===== config.mk =====
export PLATFORM = sky130hd
export DESIGN_NAME = seven_seg_scan
export DESIGN_NICKNAME = d
export VERILOG_FILES = /design/src/rtl/seven_seg_scan.sv
export SDC_FILE = /design/constraint.sdc
export NUM_CORES = 1
export LEC_CHECK = 0
export CORE_ASPECT_RATIO = 0.6
export CORE_MARGIN = 2
export CORE_UTILIZATION = 37
export CTS_CLUSTER_DIAMETER = 150
export DETAILED_ROUTE_END_ITERATION = 10
export PLACE_DENSITY = 0.67
export RECOVER_POWER = 100
export SETUP_SLACK_MARGIN = 0.05
export SYNTH_ARGS = -nofsm -noshare
export SYNTH_HDL_FRONTEND = slang
export SYNTH_SLANG_ARGS = --single-unit

===== constraint.sdc =====
create_clock -name clk -period 3.3 [get_ports clk]
set_clock_uncertainty 0.1 [all_clocks]
set_input_delay 0.33 -clock clk [delete_from_list [all_inputs] [get_ports clk]]
set_output_delay 0.33 -clock clk [all_outputs]
set_load 0.02 [all_outputs]

===== src/rtl/seven_seg_scan.sv =====
// Multiplexed scanner for a common-anode seven-segment display: double-buffered nibbles,
// prescaled digit slots, dead time, leading-zero suppression and per-digit decimal points.
module seven_seg_scan #(
   parameter int NUM_DIGITS = 4,
   parameter int PRESCALE   = 1000,
   parameter int DEAD       = 1
) (
   input  logic                          clk,
   input  logic                          rst,
   input  logic                          enable,
   input  logic                          load,
   input  logic [4*NUM_DIGITS-1:0]       digits_in,
   input  logic [NUM_DIGITS-1:0]         dp_in,
   input  logic                          lz_en,
   output logic [3:0]                    Out,
   output logic                          dp,
   output logic [NUM_DIGITS-1:0]         an,
   output logic                          blank,
   output logic [$clog2(NUM_DIGITS)-1:0] digit_idx,
   output logic                          frame_tick
);

   localparam int IW = $clog2(NUM_DIGITS);
   localparam int PW = $clog2(PRESCALE);

   logic [PW-1:0]                 pcnt;
   logic [NUM_DIGITS-1:0][3:0]    act_dig;
   logic [NUM_DIGITS-1:0][3:0]    pend_dig;
   logic [NUM_DIGITS-1:0]         act_dp;
   logic [NUM_DIGITS-1:0]         pend_dp;
   logic                          pend_valid;
   logic                          lz_q;
   logic                          slot_end;
   logic                          frame_wrap;
   logic [NUM_DIGITS-1:0]         supp;
   logic                          lit;

   assign slot_end   = enable && (pcnt == PW'(PRESCALE - 1));
   assign frame_wrap = slot_end && (digit_idx == IW'(NUM_DIGITS - 1));

   always_ff @(posedge clk or posedge rst) begin
      if (rst) begin
         pcnt       <= '0;
         digit_idx  <= '0;
         frame_tick <= 1'b0;
         lz_q       <= 1'b0;
      end else begin
         lz_q       <= lz_en;
         frame_tick <= frame_wrap;
         if (enable) begin
            if (slot_end) begin
               pcnt <= '0;
               if (frame_wrap) digit_idx <= '0;
               else            digit_idx <= digit_idx + 1'b1;
            end else begin
               pcnt <= pcnt + 1'b1;
            end
         end
      end
   end

   // Active buffer only changes on the frame wrap, so a frame never mixes old and new data.
   always_ff @(posedge clk or posedge rst) begin
      if (rst) begin
         act_dig    <= '0;
         act_dp     <= '0;
         pend_dig   <= '0;
         pend_dp    <= '0;
         pend_valid <= 1'b0;
      end else if (frame_wrap) begin
         pend_valid <= 1'b0;
         if (load) begin
            act_dig <= digits_in;
            act_dp  <= dp_in;
         end else if (pend_valid) begin
            act_dig <= pend_dig;
            act_dp  <= pend_dp;
         end
      end else if (load) begin
         pend_dig   <= digits_in;
         pend_dp    <= dp_in;
         pend_valid <= 1'b1;
      end
   end

   // A digit is suppressed when it and every digit above it are zero; digit 0 always shows.
   always_comb begin
      logic zero_run;
      zero_run = 1'b1;
      supp     = '0;
      for (int i = NUM_DIGITS - 1; i >= 0; i--) begin
         zero_run = zero_run & (act_dig[i] == 4'h0);
         supp[i]  = lz_q & zero_run & (i != 0);
      end
   end

   always_comb begin
      lit   = enable & ~rst & (pcnt >= PW'(DEAD)) & ~supp[digit_idx];
      Out   = act_dig[digit_idx];
      dp    = lit & act_dp[digit_idx];
      blank = ~lit;
      an    = '1;
      if (lit) an[digit_idx] = 1'b0;
   end

endmodule


==> impl_metrics.py <==
metrics = {
    "status": {
        "status": "finished, final reports clean",
    },
    "synth": {
        "synthCells": 236,
        "syn_avg_cell_area_um2": 11.5,
        "synth_edf_count": 0,
        "synthesis.nets": 268,
        "synth_ff_type": "dfrtp_1",
        "yosysTopAreaCell": "dfrtp_1",
        "synth_common_cells": "dfrtp_1 (55), o21ai_0 (24), mux2_2 (20), mux2i_1 (20), o21ai_1 (20)",
        "yosysMostFrequentCell": "dfrtp_1",
        "yosys_warnings": 0,
        "synth_cell_types": 36,
        "synth_seq_cells": 55,
        "async_flop_share_pct": 100,
        "syn_area_um2": 2720,
        "yosysSeqAreaShare_pct": 50.7,
        "synth_area_leaders": "dfrtp_1 (51%), mux2_2 (8.3%), mux2i_1 (7.4%)",
        "yosysTopAreaCellShare_pct": 50.7,
    },
    "clock_tree": {
        "cts.repair.resized": 0,
        "cts_hold_buf": 0,
        "root_buffer": "clkbuf_16",
        "cts_buffers": 5,
        "clock_latency_ns": 0.29,
        "cts_tree": "done",
        "cts_setup_buffers": 0,
        "cts.sinks": 55,
        "cts.path.max_buffers": 2,
        "cts.clk_slew.worst_paths_ns": 0.07,
        "htreeDepth": 2,
    },
    "floorplan": {
        "placement_rows": 24,
        "start_util_pct": 37.8,
        "core_um2": 7180,
        "pin_count": 38,
        "design.die.area_um2": 8070,
        "die_w_um": 115,
        "die_h_um": 70.4,
    },
    "pwr": {
        "p_per_area_nw_per_um2": 472,
        "leakagePower_nw": 1.45,
        "ir_drop_mv": 0.212,
    },
    "setup_path": {
        "rrSetupSlack_ns": 0.44,
        "cp-start-kind": "register",
        "crit_type": "register to primary output",
        "cp.required_ns": 2.87,
        "path_max_fanout": 6,
        "reg2reg_depth": 6,
        "cp.arrival_ns": 2.57,
        "critPathCaptureType": "primary output",
    },
    "global_route": {
        "grt_pass1_vias": 1851,
        "antenna_found_initial": 0,
        "grt_overflow": 0,
        "grt_max_degree": 28,
        "grt_usage_pct": 15.6,
        "grt_pass1_wl_um": 9770,
    },
    "hold_path": {
        "hold_depth": 1,
        "min_path_type": "register to register",
    },
    "placement": {
        "hpwlAfterDp_um": 4380,
        "port_buffers": 37,
        "place_area_um2": 3180,
        "gp_congestion": 0.891,
        "place_inst": 356,
    },
    "timing": {
        "setup_viol": 0,
        "finalCritPeriodShare_pct": 91.0,
        "tns_ns": 0,
        "fin_crit_ns": 3.00,
        "slew_headroom_pct": 6.40,
        "final-max-slew-violation-count": 0,
        "hold_viol": 0,
        "hold_ws_ns": 0.406,
        "worstMarginPinSlew_ns": 1.40,
        "grt_setup_unrepaired": "false",
        "max_freq_mhz": 333,
    },
    "routing": {
        "drtIter0Drc": 145,
        "drc_errors": 0,
        "antenna_left": 0,
        "viasPerCell": 5.31,
        "routed_wl_um": 5870,
        "first_pass_iters": 4,
        "wl_per_cell_um": 16.1,
        "vias": 1933,
    },
    "layout": {
        "finalNonFillerCells": 364,
        "postLayoutCellArea_um2": 3290,
        "syn2layout_area_growth_pct": 21.3,
        "layout-drive-gt1-share_pct": 13.9,
        "antenna_cells": 0,
        "postLayoutCoreUtil_pct": 45.9,
        "final_nets": 304,
    },
    "job": {
        "cap_violations": 0,
    },
}
sequential cells by signal, summed over array words and instances (netlist names):
register	flops
act_dig	16
pend_dig	16
pcnt	10
act_dp	4
pend_dp	4
digit_idx	2
frame_tick	1
lz_q	1
pend_valid	1
logic make-up (layout without fill, tap and decap cells):
family	Yosys count	count (layout)	synth area share (%)
buf+inv	24	61	4.51
compound gates	51	51	9.95
xor+xnor	7	7	2.26
fa+ha+maj	7	7	3.22
simple gates	47	47	9.58
flops	55	55	50.7
mux	45	45	19.8
cell type report:
cell class	instances	area, um^2
clock buffers	6	139
clock inverters	2	16.3
fillers	674	3880
inverters	9	33.8
multi-input cells	157	1210
flip-flops and latches	55	1380
well taps	91	114
repair buffers	44	409
critical path: stages (launching register included):
cell,delay [ns]
dfrtp_1,0.42
inv_1,0.08
ha_1,0.19
nor4b_1,0.15
a311oi_1,0.27
o31a_1,0.34
and2_1,0.17
dlygate4sd3_1,0.67
stage by stage:
step	power [mW]	worst slack, ns
3_5_place_dp	1.03	0.440
6_report	1.55	0.295
5_1_grt	1.64	0.142
4_1_cts	1.58	0.389
3_3_place_gp	1.02	0.520
2_1_floorplan	0.940	1.26
routing by layer:
| metal | part of all wire, % | track usage (%) |
|---|---|---|
| met2 | 40 | 19.9 |
| met5 | 0 | 0 |
| met4 | 0 | 2.85 |
| met1 | 54 | 26.0 |
| met3 | 6.1 | 3.73 |
where the power goes:
group / internal (mW) / switching, mW / total [mW]
clock: 0.304 / 0.239 / 0.543
combinational: 0.115 / 0.103 / 0.218
sequential: 0.730 / 0.0632 / 0.793
total: 1.15 / 0.405 / 1.55
final timing paths:
path,from,endpoint
worst min register to register,pend_dig[11],pend_dig[11]
worst min-delay path,pend_dig[11],pend_dig[11]
max in group asynchronous,rst,pend_dig[2]
worst max register to register,digit_idx[0],act_dp[0]
min in group asynchronous,rst,pend_dig[9]
worst max-delay path,pcnt[0],dp
cells in the final DEF (no fill, tap or decap), types with 2 or more instances in the layout:
cell type         n
and2_1            3
and3_1            4
buf_4             3
clkbuf_1          3
clkbuf_16         5
clkdlybuf4s50_1  21
dfrtp_1          55
dlygate4sd3_1    16
ha_1              7
inv_1             9
mux2_2           20
mux2i_1          20
mux4_2            5
nand2_1          13
nand3_1           3
nand4_1           4
nor2_1            9
nor4_1            3
o21ai_0          39
o21ai_1           5
xnor2_1           2
xor2_1            5
No activity file was read; power rests on OpenSTA's default activity.
